`config.mk`:
```
export PLATFORM = sky130hd
export DESIGN_NAME = load_store_unit
export DESIGN_NICKNAME = d
export VERILOG_FILES = /design/src/rtl/load_store_unit.sv
export SDC_FILE = /design/constraint.sdc
export NUM_CORES = 1
export LEC_CHECK = 0
export ABC_AREA = 0
export BUFFER_PORTS_ARGS = -buffer_cell sky130_fd_sc_hd__buf_2
export CAP_MARGIN = 20
export CORE_MARGIN = 10
export CORE_UTILIZATION = 40
export CTS_CLUSTER_SIZE = 25
export DETAILED_ROUTE_END_ITERATION = 12
export PLACE_DENSITY = 0.78
export SLEW_MARGIN = 20
export SYNTH_ARGS = -nofsm -noshare
export SYNTH_HDL_FRONTEND = slang
export SYNTH_SLANG_ARGS = --single-unit
```
`constraint.sdc`:
```
create_clock -name clk -period 2.5 [get_ports clk]
set_input_delay 0.125 -clock clk [delete_from_list [all_inputs] [get_ports clk]]
set_output_delay 0.125 -clock clk [all_outputs]
set_load 0.005 [all_outputs]
```
`src/rtl/load_store_unit.sv`:
```
// Load/store unit bridging the MEM stage to a single-beat data-memory bus:
// byte-lane steering, alignment check, ack/timeout FSM, extended load response.
module load_store_unit #(
  parameter int DATA_W  = 32,
  parameter int ADDR_W  = 32,
  parameter int TIMEOUT = 16
) (
  input  logic                clk,
  input  logic                reset,
  input  logic                req_valid,
  output logic                req_ready,
  input  logic                req_we,
  input  logic [1:0]          req_size,
  input  logic                req_unsigned,
  input  logic [ADDR_W-1:0]   req_addr,
  input  logic [DATA_W-1:0]   req_wdata,
  output logic                mem_req,
  output logic                mem_we,
  output logic [ADDR_W-1:0]   mem_addr,
  output logic [DATA_W/8-1:0] mem_be,
  output logic [DATA_W-1:0]   mem_wdata,
  input  logic                mem_ack,
  input  logic [DATA_W-1:0]   mem_rdata,
  output logic                rsp_valid,
  output logic [DATA_W-1:0]   rsp_rdata,
  output logic [1:0]          rsp_exc
);

  localparam int NB    = DATA_W / 8;
  localparam int LB    = $clog2(NB);
  localparam int CNT_W = (TIMEOUT > 1) ? $clog2(TIMEOUT) : 1;
  localparam logic [CNT_W-1:0] CNT_LAST = (TIMEOUT > 0) ? CNT_W'(TIMEOUT - 1) : '0;

  typedef enum logic [1:0] {IDLE, WAIT, RESP} state_t;

  function automatic logic [DATA_W-1:0] low_mask(input logic [1:0] size);
    int nbits;
    nbits = 8 << size;
    if (nbits >= DATA_W) return '1;
    return (DATA_W'(1) << nbits) - DATA_W'(1);
  endfunction

  function automatic logic [NB-1:0] byte_enables(input logic [1:0] size, input logic [LB-1:0] off);
    logic [15:0] w;
    w = ((16'd1 << (5'd1 << size)) - 16'd1) << off;
    return w[NB-1:0];
  endfunction

  function automatic logic [DATA_W-1:0] replicate(input logic [1:0] size, input logic [DATA_W-1:0] d);
    logic [DATA_W-1:0] lane, r;
    lane = d & low_mask(size);
    r    = '0;
    for (int i = 0; i < NB; i++)
      if ((i % (1 << size)) == 0) r = r | (lane << (8 * i));
    return r;
  endfunction

  // Shift the addressed lane down, then sign- or zero-fill above its MSB.
  function automatic logic [DATA_W-1:0] extend(input logic [1:0] size, input logic uns,
                                               input logic [LB-1:0] off, input logic [DATA_W-1:0] d);
    logic [DATA_W-1:0] sh, m, top;
    sh  = d >> (8 * int'(off));
    m   = low_mask(size);
    top = (m >> 1) + DATA_W'(1);
    if (!uns && ((sh & top) != '0)) return (sh & m) | ~m;
    return sh & m;
  endfunction

  state_t              r_state, w_next;
  logic [CNT_W-1:0]    r_cnt;
  logic [1:0]          r_size;
  logic                r_uns;
  logic [LB-1:0]       r_off;
  logic                r_mem_req, r_mem_we;
  logic [ADDR_W-1:0]   r_mem_addr;
  logic [NB-1:0]       r_mem_be;
  logic [DATA_W-1:0]   r_mem_wdata;
  logic                r_rsp_valid;
  logic [DATA_W-1:0]   r_rsp_rdata;
  logic [1:0]          r_rsp_exc;
  logic [2:0]          w_amask;
  logic                w_mis, w_tmo;
  logic [LB-1:0]       w_off;

  assign w_off   = req_addr[LB-1:0];
  assign w_amask = 3'((4'd1 << req_size) - 4'd1);
  assign w_mis   = ((req_addr[2:0] & w_amask) != 3'b0) || ((8 << req_size) > DATA_W);
  assign w_tmo   = (TIMEOUT != 0) && (r_cnt == CNT_LAST);

  always_ff @(posedge clk) begin
    if (reset) r_state <= IDLE;
    else       r_state <= w_next;
  end

  always_comb begin
    w_next = r_state;
    case (r_state)
      IDLE:    if (req_valid) w_next = w_mis ? RESP : WAIT;
      WAIT:    if (mem_ack || w_tmo) w_next = RESP;
      RESP:    w_next = IDLE;
      default: w_next = IDLE;
    endcase
  end

  always_ff @(posedge clk) begin
    if (reset) begin
      r_cnt       <= '0;
      r_size      <= '0;
      r_uns       <= 1'b0;
      r_off       <= '0;
      r_mem_req   <= 1'b0;
      r_mem_we    <= 1'b0;
      r_mem_addr  <= '0;
      r_mem_be    <= '0;
      r_mem_wdata <= '0;
      r_rsp_valid <= 1'b0;
      r_rsp_rdata <= '0;
      r_rsp_exc   <= 2'b00;
    end else begin
      r_rsp_valid <= (w_next == RESP);
      case (r_state)
        IDLE: if (req_valid) begin
          r_size <= req_size;
          r_uns  <= req_unsigned;
          r_off  <= w_off;
          r_cnt  <= '0;
          if (w_mis) begin
            r_rsp_exc   <= req_we ? 2'b10 : 2'b01;
            r_rsp_rdata <= '0;
          end else begin
            r_mem_req   <= 1'b1;
            r_mem_we    <= req_we;
            r_mem_addr  <= {req_addr[ADDR_W-1:LB], {LB{1'b0}}};
            r_mem_be    <= byte_enables(req_size, w_off);
            r_mem_wdata <= req_we ? replicate(req_size, req_wdata) : '0;
          end
        end
        // An ack coinciding with the last timeout count still completes normally.
        WAIT: if (mem_ack) begin
          r_mem_req   <= 1'b0;
          r_rsp_exc   <= 2'b00;
          r_rsp_rdata <= r_mem_we ? '0 : extend(r_size, r_uns, r_off, mem_rdata);
        end else if (w_tmo) begin
          r_mem_req   <= 1'b0;
          r_rsp_exc   <= 2'b11;
          r_rsp_rdata <= '0;
        end else begin
          r_cnt <= r_cnt + CNT_W'(1);
        end
        default: ;
      endcase
    end
  end

  assign req_ready = (r_state == IDLE);
  assign mem_req   = r_mem_req;
  assign mem_we    = r_mem_we;
  assign mem_addr  = r_mem_addr;
  assign mem_be    = r_mem_be;
  assign mem_wdata = r_mem_wdata;
  assign rsp_valid = r_rsp_valid;
  assign rsp_rdata = r_rsp_rdata;
  assign rsp_exc   = r_rsp_exc;

endmodule

```
==> qor.txt, run 1 <==
Chip Height = 137 µm
Synth top area share = 41.5%
Num ports = 210
Fin crit share = 77.6%
Register area share after synthesis = 41.5%
1st-pass router iterations = 6
PD cells = 650 nW/µm²
Hold Path Class = in -> reg
Final Wtd Congestion = 0.940
Post-synth cell types = 54
Crit-path max cell delay = 0.31 ns
Global-route wire length before repair = 30400 µm
Peak supply drop = 0.453 mV
HPWL Detailed = 13500 µm
Core area = 13300 µm²
Grt total ovfl = 0
Routed vias/inst = 5.43
Slew Viols, Final = 0
Final hold viol count = 0
Fill cells = 1179
Placed insts = 1014
Vias = 5974
Nature of the critical path endpoint = register
CP Cell Sequence = buf_2 -> inv_1 -> ha_1 -> inv_1 -> ha_1 -> o21ai_1 -> nand4_2 -> nor3b_4 -> o211ai_2 -> buf_12 -> o41ai_1
Most frequent cell after synthesis = nand2_1
Slew margin rel. = 52.9%
Synthesized area = 5500 µm²
Initial core utilization = 41.2%
Post-synth ARST share = 0%
EDFF count, synth = 0
Fin cells = 1101
Drt wl/cell = 17.6 µm
Main synth FF type = dfxtp_1
Largest area contributor in the netlist = dfxtp_1
CTS tree = built
Final number of setup-violating endpoints = 0
Layout net count = 1029
CTS buffer count = 17
Setup TNS Final = 0 ns
Clk buf depth = 2
CP Max Fanout = 32
Max_cap viols = 0
Placement Setup Slack = 0.126 ns
Synth cell count leaders = 122 x nand2_1, 114 x dfxtp_1, 57 x a21oi_1, 56 x nor2_1, 45 x o21ai_0
Unrepaired setup endpoints after global routing = no
Synthesized instance count = 663
Worst path slowest cell = o41ai_1
Layout cell share with drive strength beyond 1 = 30.0%
Ys Warns = 0
Clock-pin slew on the worst setup and hold paths = 0.05 ns
Status = completed
Count of state elements after synthesis = 114
Largest net degree at the start of global routing = 57
Post-DRT Antenna Nets = 0
Die area = 18800 µm²
Setup WS post-layout = 0.559 ns
Fmax = 515 MHz
LEAKAGE = 3.52 nW
Chip Width = 137 µm
Avg Inst Size Synth = 8.29 µm²
Min Tclk post-route = 1.94 ns
Startpoint types = input port
Worst-Margin Slew = 0.705 ns
Initial DRC Count = 414
DP Area = 6720 µm²
Later-pin clock latency in the skew report = 0.41 ns
Final wirelength = 19400 µm
# rows = 42
Clock skew = 0.00526 ns
Area Growth Syn to Fin = 42.5%
Clock sink count = 114
H-tree Lvls = 4
Postcts setup bufs = 0
Top cells by area, synth = dfxtp_1 42%, nand2_1 8.3%, a21oi_1 5.2%
# DRC = 0
Port bufs = 207
Initial antenna violation count = 2
Root buffer cell = clkbuf_16
Worst path required time = 2.81 ns
Critical path type = in -> reg
Fin area = 7830 µm²
Vias in the first global route = 5974
Worst EP arrival = 2.25 ns
Tot GR Track Use = 20.0%
-- kinds of logic after synthesis --
logic type      count (synthesis)  share of synthesized area (%)
simple gates                  230                           18.2
buf+inv                        64                           4.90
flops                         114                           41.5
xor+xnor                        5                          0.797
compound gates                209                           26.0
fa+ha+maj                      17                           3.87
other cells                     1                         0.0682
mux                            23                           4.64
-- area by class of cell --
cell class                 instances  area [µm²]  share of cell area (%)
timing repair buffer             279        1740                    22.2
clock buffer                      18         439                    5.61
inverter                          10        37.5                   0.479
tap                              176         220                    2.81
antenna                            4        10.0                   0.128
multi-input combinational        486        2950                    37.6
sequential                       114        2280                    29.1
clock inverter                    14         154                    1.96
-- where the power goes --
part           internal [mW]  switching (mW)
combinational          0.335           0.436
sequential              1.87          0.0313
clock                   1.50           0.913
total                   3.71            1.38
-- worst max-delay path: cells and delay by family --
family                   cells  cell delay [ns]
buffers and inverters        4             0.55
AND/OR/NAND/NOR              2             0.41
adder cells (fa/ha/maj)      2             0.46
AO/OA/AOI/OAI                3             0.70
-- stage by stage --
step                      hold WS [ns]  power (mW)  utilization, %
after floorplan                  0.261        2.36               -
after global routing            0.0279        5.29            58.6
after detailed placement         0.372        2.64            50.3
after global placement           0.360        2.63            50.3
final                           0.0226        5.09            58.7
after CTS                       0.0112        5.12            58.6
-- what timing repair did --
| action | 4_1_cts | 5_1_grt |
|---|---|---|
| endpoints found under the hold margin | 51 | 0 |
| hold buffers | 51 | 0 |
| resized for setup | 0 | 0 |
-- path summary, 6_finish.rpt --
path	cells after the start	to	slack (ns)	startpoint
setup / recovery	11	mem_wdata[10]$_SDFFE_PP0P_	0.56	req_size[1]
hold / removal	3	mem_wdata[10]$_SDFFE_PP0P_	0.02	req_wdata[10]
setup reg to reg	6	rsp_rdata[19]$_SDFFE_PP0P_	0.56	r_off[1]$_SDFFE_PP0P_
hold reg to reg	2	mem_addr[3]$_SDFFE_PP0P_	0.45	mem_addr[3]$_SDFFE_PP0P_
-- per-layer routing --
| metal | track usage, % | share of wire [%] |
|---|---|---|
| met5 | 0 | 0 |
| met4 | 9.25 | 3.3 |
| met3 | 6.30 | 8.8 |
| met2 | 32.9 | 49 |
| met1 | 23.2 | 39 |
-- placed cells by master, fill, tap and decap left out, types with 4 or more instances in the layout --
master         Yosys  final
nor2b_1           14     14
ha_1              17     17
nor3_1             4      4
inv_1              8      8
nor2_1            56     56
buf_2             13    207
nand2_1          122    122
buf_4              3     18
a21oi_1           57     57
a22o_1             8      8
diode_2            0      4
dlygate4sd3_1      0     51
a211o_1            7      7
a32oi_1           32     32
a22oi_1           23     23
inv_6              0      4
nand3b_1           4      4
mux2i_1           21     21
nand3_1           17     17
o21ai_0           45     45
o41ai_2            5      5
nand2b_1           4      4
dfxtp_1          114    114
o22ai_1            8      8
clkbuf_16          0     17
-- flip-flops by register name (all words and copies together) (netlist names), 2 cells and up --
register	count
mem_wdata	32
r_off	2
mem_be	4
r_size	2
r_cnt	4
r_state	2
rsp_rdata	32
rsp_exc	2
mem_addr	30
(Power assumes the default switching activity.)
==> run 2: changes to the inputs <==
==> constraint.sdc (replaced) <==
create_clock -name clk -period 1.9 [get_ports clk]
set_input_delay 0.095 -clock clk [delete_from_list [all_inputs] [get_ports clk]]
set_output_delay 0.095 -clock clk [all_outputs]
set_load 0.005 [all_outputs]
==> qor.txt, run 2 (synthesized netlist as in run 1, its figures left out) <==
Reg2reg setup slack = 0.15 ns (was 0.56 ns)
Hold Crit Endpoint = r_off[1]$_SDFFE_PP0P_ (was mem_wdata[10]$_SDFFE_PP0P_)
Startpoint types = input port (unchanged)
Status = completed (unchanged)
Most common cell after layout, fill and taps aside = buf_2 (unchanged)
Worst EP arrival = 2.15 ns (was 2.25 ns)
Global-route wire length before repair = 31100 µm (was 30400 µm)
Final wirelength = 20400 µm (was 19400 µm)
Port bufs = 207 (unchanged)
Chip Width = 137 µm (unchanged)
Fin crit share = 96.2%
Commonest cells after routing, fill and taps aside = 207 x buf_2, 122 x nand2_1, 113 x dfxtp_1 (was 207 x buf_2, 122 x nand2_1, 114 x dfxtp_1)
PD cells = 829 nW/µm² (was 650 nW/µm²)
Worst-Margin Slew = 0.603 ns (was 0.705 ns)
Crit-path max cell delay = 0.39 ns (was 0.31 ns)
Met3 routed WL = 1750 µm (was 1700 µm)
CTS buffer count = 17 (unchanged)
Peak supply drop = 0.634 mV (was 0.453 mV)
Fin cells = 1145 (was 1101)
Final Wtd Congestion = 0.869 (was 0.940)
Area Growth Syn to Fin = 51.7% (was 42.5%)
R2R Path End = mem_wdata[15]$_SDFFE_PP0P_ (was rsp_rdata[19]$_SDFFE_PP0P_)
Vias in the first global route = 5978 (was 5974)
Later-pin clock latency in the skew report = 0.41 ns (about the same)
DR top layer = met5 (was met4)
Worst Hold Launch = req_addr[1] (was req_wdata[10])
Grt total ovfl = 0 (unchanged)
Hold Path Stages = 3 (unchanged)
Most used cell, CP = ha_4
Final hold viol count = 0 (unchanged)
Layout cell share with drive strength beyond 1 = 33.2% (was 30.0%)
Core area = 13300 µm² (unchanged)
Overall Power = 6.91 mW (was 5.09 mW)
Chip Height = 137 µm (unchanged)
Worst path slowest cell = o41ai_1 (unchanged)
Post-DRT Antenna Nets = 0 (unchanged)
Fmax = 547 MHz
Worst r2r src = r_state[1]$_SDFF_PP0_ (was r_off[1]$_SDFFE_PP0P_)
Fill cells = 1123 (was 1179)
Initial core utilization = 41.2% (unchanged)
Worst path required time = 2.22 ns (was 2.81 ns)
Fin util = 62.4% (was 58.7%)
Hold Path Class = in -> reg (unchanged)
Placed insts = 1049 (was 1014)
HPWL Detailed = 14200 µm (was 13500 µm)
Clock skew = 0.00739 ns (was 0.00526 ns)
Initial antenna violation count = 2 (unchanged)
Max_cap viols = 0 (unchanged)
Vias = 6243 (was 5974)
Clock-pin slew on the worst setup and hold paths = 0.06 ns (was 0.05 ns)
Routed vias/inst = 5.45 (was 5.43)
1st-pass router iterations = 5 (was 6)
Met2 WL = 9880 µm (was 9530 µm)
Slew Viols, Final = 0 (unchanged)
Layout net count = 1074 (was 1029)
Die area = 18800 µm² (unchanged)
Final number of setup-violating endpoints = 0 (unchanged)
Clk buf depth = 2 (unchanged)
Slew margin rel. = 59.8% (was 52.9%)
Largest net degree at the start of global routing = 57 (unchanged)
# rows = 42 (unchanged)
CP Max Fanout = 7 (was 32)
CP Cell Sequence = buf_2 -> clkinvlp_4 -> ha_4 -> inv_1 -> ha_4 -> o41ai_1 -> o21ba_2 -> o211ai_2 -> buf_12 -> buf_4 -> o41ai_2 (was buf_2 -> inv_1 -> ha_1 -> inv_1 -> ha_1 -> o21ai_1 -> nand4_2 -> nor3b_4 -> o211ai_2 -> buf_12 -> o41ai_1)
Num ports = 210 (unchanged)
# DRC = 0 (unchanged)
H-tree Lvls = 4 (unchanged)
Clock sink count = 114 (unchanged)
LEAKAGE = 3.74 nW (was 3.52 nW)
Nature of the critical path endpoint = register (unchanged)
Drt wl/cell = 17.8 µm (was 17.6 µm)
R2R depth = 7 (was 6)
Min Tclk post-route = 1.83 ns
Wire length on met1 = 8110 µm (was 7510 µm)
Critical path type = in -> reg (unchanged)
CTS tree = built (unchanged)
Tot GR Track Use = 20.6% (was 20.0%)
Root buffer cell = clkbuf_16 (unchanged)
Initial DRC Count = 544 (was 414)
-- run 2: how the worst max path moves through the flow --
stage / start / end / slack, ns / cells past startpoint
after floorplan: req_size[1] / mem_wdata[11]$_SDFFE_PP0P_ / -0.0007 / 9
after global routing: req_size[1] / mem_wdata[10]$_SDFFE_PP0P_ / -0.002 / 10
after global placement: req_size[1] / mem_wdata[23]$_SDFFE_PP0P_ / -0.36 / 11
final: req_size[1] / mem_wdata[15]$_SDFFE_PP0P_ / 0.07 / 11
after detailed placement: req_size[1] / mem_wdata[22]$_SDFFE_PP0P_ / -0.43 / 11
after CTS: req_size[1] / mem_wdata[22]$_SDFFE_PP0P_ / 0.02 / 11
-- run 2: layer usage --
layer	up-vias	track usage [%]
li1	2962	-
met1	2916	24.5
met2	306	33.1
met3	57	6.34
met4	2	10.2
met5	-	0
-- run 2: timing repair --
action | in CTS | in global routing
hold buffers | 60 | 0
endpoints found under the hold margin | 64 | 0
buffers inserted | 0 | 1
endpoints found under the setup margin | 0 | 30
resized for setup | 0 | 5
-- run 2: where the power goes --
group	internal (mW)	total (mW)	switching [mW]
combinational	0.544	1.16	0.613
sequential	2.46	2.51	0.0415
clock	2.13	3.25	1.12
-- run 2: stage by stage --
stage	instance area, µm²	TNS (ns)	setup WS [ns]	hold slack (ns)
5_1_grt	8330	-0.00236	-0.00236	0.0260
2_1_floorplan	5600	-0.00146	-0.000729	0.231
4_1_cts	8290	0	0.0205	0.00613
3_5_place_dp	7090	-17.68	-0.430	0.341
3_3_place_gp	7090	-15.59	-0.364	0.327
6_report	8340	0	0.0713	0.0223
-- run 2: final cells by class --
cell class | count | area, µm² | area share, %
sequential | 114 | 2280 | 27.4
tap | 176 | 220 | 2.64
timing repair buffer | 324 | 2140 | 25.7
antenna | 3 | 7.51 | 0.0901
clock inverter | 8 | 128 | 1.53
clock buffer | 24 | 472 | 5.66
multi-input combinational | 486 | 3030 | 36.3
inverter | 10 | 55.1 | 0.660
-- run 2: worst max-delay path: cells and delay by family --
family / cells / cell delay (ns)
fa+ha+maj: 2 / 0.45
buf+inv: 5 / 0.72
compound gates: 4 / 0.87
==> run 3: changes to the inputs <==
--- a/config.mk
+++ b/config.mk
@@ -13,6 +13,8 @@
 export CTS_CLUSTER_SIZE = 25
 export DETAILED_ROUTE_END_ITERATION = 12
 export PLACE_DENSITY = 0.78
+export REMOVE_ABC_BUFFERS = 1
+export SKIP_CTS_REPAIR_TIMING = 1
 export SLEW_MARGIN = 20
 export SYNTH_ARGS = -nofsm -noshare
 export SYNTH_HDL_FRONTEND = slang
==> qor.txt, run 3 (synthesized netlist as in run 1, its figures left out) <==
Chip Height = 137 µm (unchanged)
Placed insts = 1052 (was 1049)
H-tree Lvls = 4 (unchanged)
Vias = 6287 (was 6243)
Worst EP arrival = 2.23 ns (was 2.15 ns)
CP Max Fanout = 10 (was 7)
Fin cells = 1148 (was 1145)
Final hold viol count = 2 (was 0)
Failing checks = hold timing, setup timing
Area Growth Syn to Fin = 52.1% (was 51.7%)
Initial core utilization = 41.2% (unchanged)
Global-route wire length before repair = 28400 µm (was 31100 µm)
Chip Width = 137 µm (unchanged)
Commonest cells after routing, fill and taps aside = 207 x buf_2, 122 x nand2_1, 113 x dfxtp_1 (unchanged)
Clock-pin slew on the worst setup and hold paths = 0.05 ns (was 0.06 ns)
Drt wl/cell = 17.8 µm (about the same)
Hold Slack = -0.0182 ns (was 0.0223 ns)
Slew Viols, Final = 0 (unchanged)
Worst r2r src = r_state[1]$_SDFF_PP0_ (unchanged)
Startpoint types = input port (unchanged)
Routed vias/inst = 5.48 (was 5.45)
Worst-Margin Slew = 0.869 ns (was 0.603 ns)
Core area = 13300 µm² (unchanged)
R2R depth = 8 (was 7)
Initial DRC Count = 505 (was 544)
Grt total ovfl = 0 (unchanged)
Setup WS post-layout = -0.00664 ns (was 0.0713 ns)
LEAKAGE = 3.80 nW (was 3.74 nW)
Status = complete, but fails checks (was completed)
CTS tree = built (unchanged)
Die area = 18800 µm² (unchanged)
Port bufs = 207 (unchanged)
Final number of setup-violating endpoints = 1 (was 0)
Later-pin clock latency in the skew report = 0.42 ns (was 0.41 ns)
Hold Path Class = in -> reg (unchanged)
Max_cap viols = 0 (unchanged)
Peak supply drop = 0.591 mV (was 0.634 mV)
Layout net count = 1078 (was 1074)
Largest net degree at the start of global routing = 84 (was 57)
Hold Crit Endpoint = mem_wdata[31]$_SDFFE_PP0P_ (was r_off[1]$_SDFFE_PP0P_)
1st-pass router iterations = 5 (unchanged)
Tot GR Track Use = 18.8% (was 20.6%)
CTS buffer count = 17 (unchanged)
# rows = 42 (unchanged)
# DRC = 0 (unchanged)
Worst path required time = 2.23 ns (was 2.22 ns)
Reg2reg setup slack = 0 ns (was 0.15 ns)
Layout cell share with drive strength beyond 1 = 33.8% (was 33.2%)
Hold Path Stages = 3 (unchanged)
Fin crit share = 100% (was 96.2%)
R2R Path End = mem_wdata[20]$_SDFFE_PP0P_ (was mem_wdata[15]$_SDFFE_PP0P_)
Clk buf depth = 2 (unchanged)
PD cells = 857 nW/µm² (was 829 nW/µm²)
Slew margin rel. = 42.1% (was 59.8%)
Most common cell after layout, fill and taps aside = buf_2 (unchanged)
Fmax = 524 MHz (was 547 MHz)
Final Wtd Congestion = 0.870 (was 0.869)
Initial antenna violation count = 2 (unchanged)
Root buffer cell = clkbuf_16 (unchanged)
Vias in the first global route = 5735 (was 5978)
Worst Hold Launch = req_wdata[31] (was req_addr[1])
Min Tclk post-route = 1.91 ns (was 1.83 ns)
HPWL Detailed = 13500 µm (was 14200 µm)
Nature of the critical path endpoint = register (unchanged)
Fin util = 62.6% (was 62.4%)
Clock skew = 0.00535 ns (was 0.00739 ns)
Setup TNS Final = -0.00664 ns (was 0 ns)
Num ports = 210 (unchanged)
Final wirelength = 20400 µm (about the same)
Clock sink count = 114 (unchanged)
Post-DRT Antenna Nets = 0 (unchanged)
Critical path type = in -> reg (unchanged)
[run 3: critical path: stages]
cell	delay, ns
dlygate4sd3_1	0.54
buf_2	0.16
a21oi_1	0.18
buf_4	0.15
nand4_2	0.13
nor3b_4	0.27
o211ai_2	0.15
buf_4	0.21
buf_12	0.14
o21ai_0	0.20
[run 3: metal layers]
| layer | wire length [µm] | GRT usage (%) | up-vias | share of wire, % |
|---|---|---|---|---|
| li1 | - | - | 2962 | - |
| met2 | 9670 | 30.5 | 357 | 47 |
| met1 | 7840 | 21.1 | 2880 | 38 |
| met3 | 1940 | 6.05 | 86 | 9.5 |
| met5 | 13 | 0 | - | 0.064 |
| met4 | 957 | 11.8 | 2 | 4.7 |
[run 3: layout make-up]
class / count / area, µm²
fill: 1071 / 4990
inverter: 10 / 37.5
clock buffer: 22 / 474
tap: 176 / 220
clock inverter: 10 / 179
timing repair buffer: 328 / 2130
antenna: 2 / 5.00
sequential: 114 / 2280
multi-input combinational: 486 / 3020
[run 3: through the flow]
step / hold WS (ns) / setup slack (ns) / instance area [µm²] / power (mW)
floorplan: 0.164 / -1.86 / 5270 / 3.04
global placement: 0.335 / -0.413 / 7010 / 3.51
detailed placement: 0.342 / -0.423 / 7010 / 3.52
CTS: -0.101 / -0.0407 / 7660 / 7.05
global route: 0.0128 / -0.246 / 8350 / 7.42
finish: -0.0182 / -0.00664 / 8360 / 7.16
[run 3: worst max-delay path by stage]
| stage | start | endpoint | slack [ns] | cells after the start |
|---|---|---|---|---|
| final | req_addr[2] | mem_wdata[20]$_SDFFE_PP0P_ | -0.007 | 10 |
| after global routing | r_state[1]$_SDFF_PP0_ | mem_wdata[19]$_SDFFE_PP0P_ | -0.25 | 7 |
| after CTS | r_state[0]$_SDFF_PP0_ | mem_wdata[9]$_SDFFE_PP0P_ | -0.04 | 7 |
| after detailed placement | req_size[1] | mem_wdata[9]$_SDFFE_PP0P_ | -0.42 | 12 |
| after global placement | req_size[1] | mem_wdata[2]$_SDFFE_PP0P_ | -0.41 | 10 |
| after floorplan | req_size[0] | mem_wdata[10]$_SDFFE_PP0P_ | -1.86 | 9 |
[run 3: power breakdown]
group	switching [mW]	leakage, nW	internal, mW
sequential	0.0413	0.923	2.47
clock	1.10	0.324	2.42
combinational	0.614	2.55	0.524
total	1.75	3.80	5.41
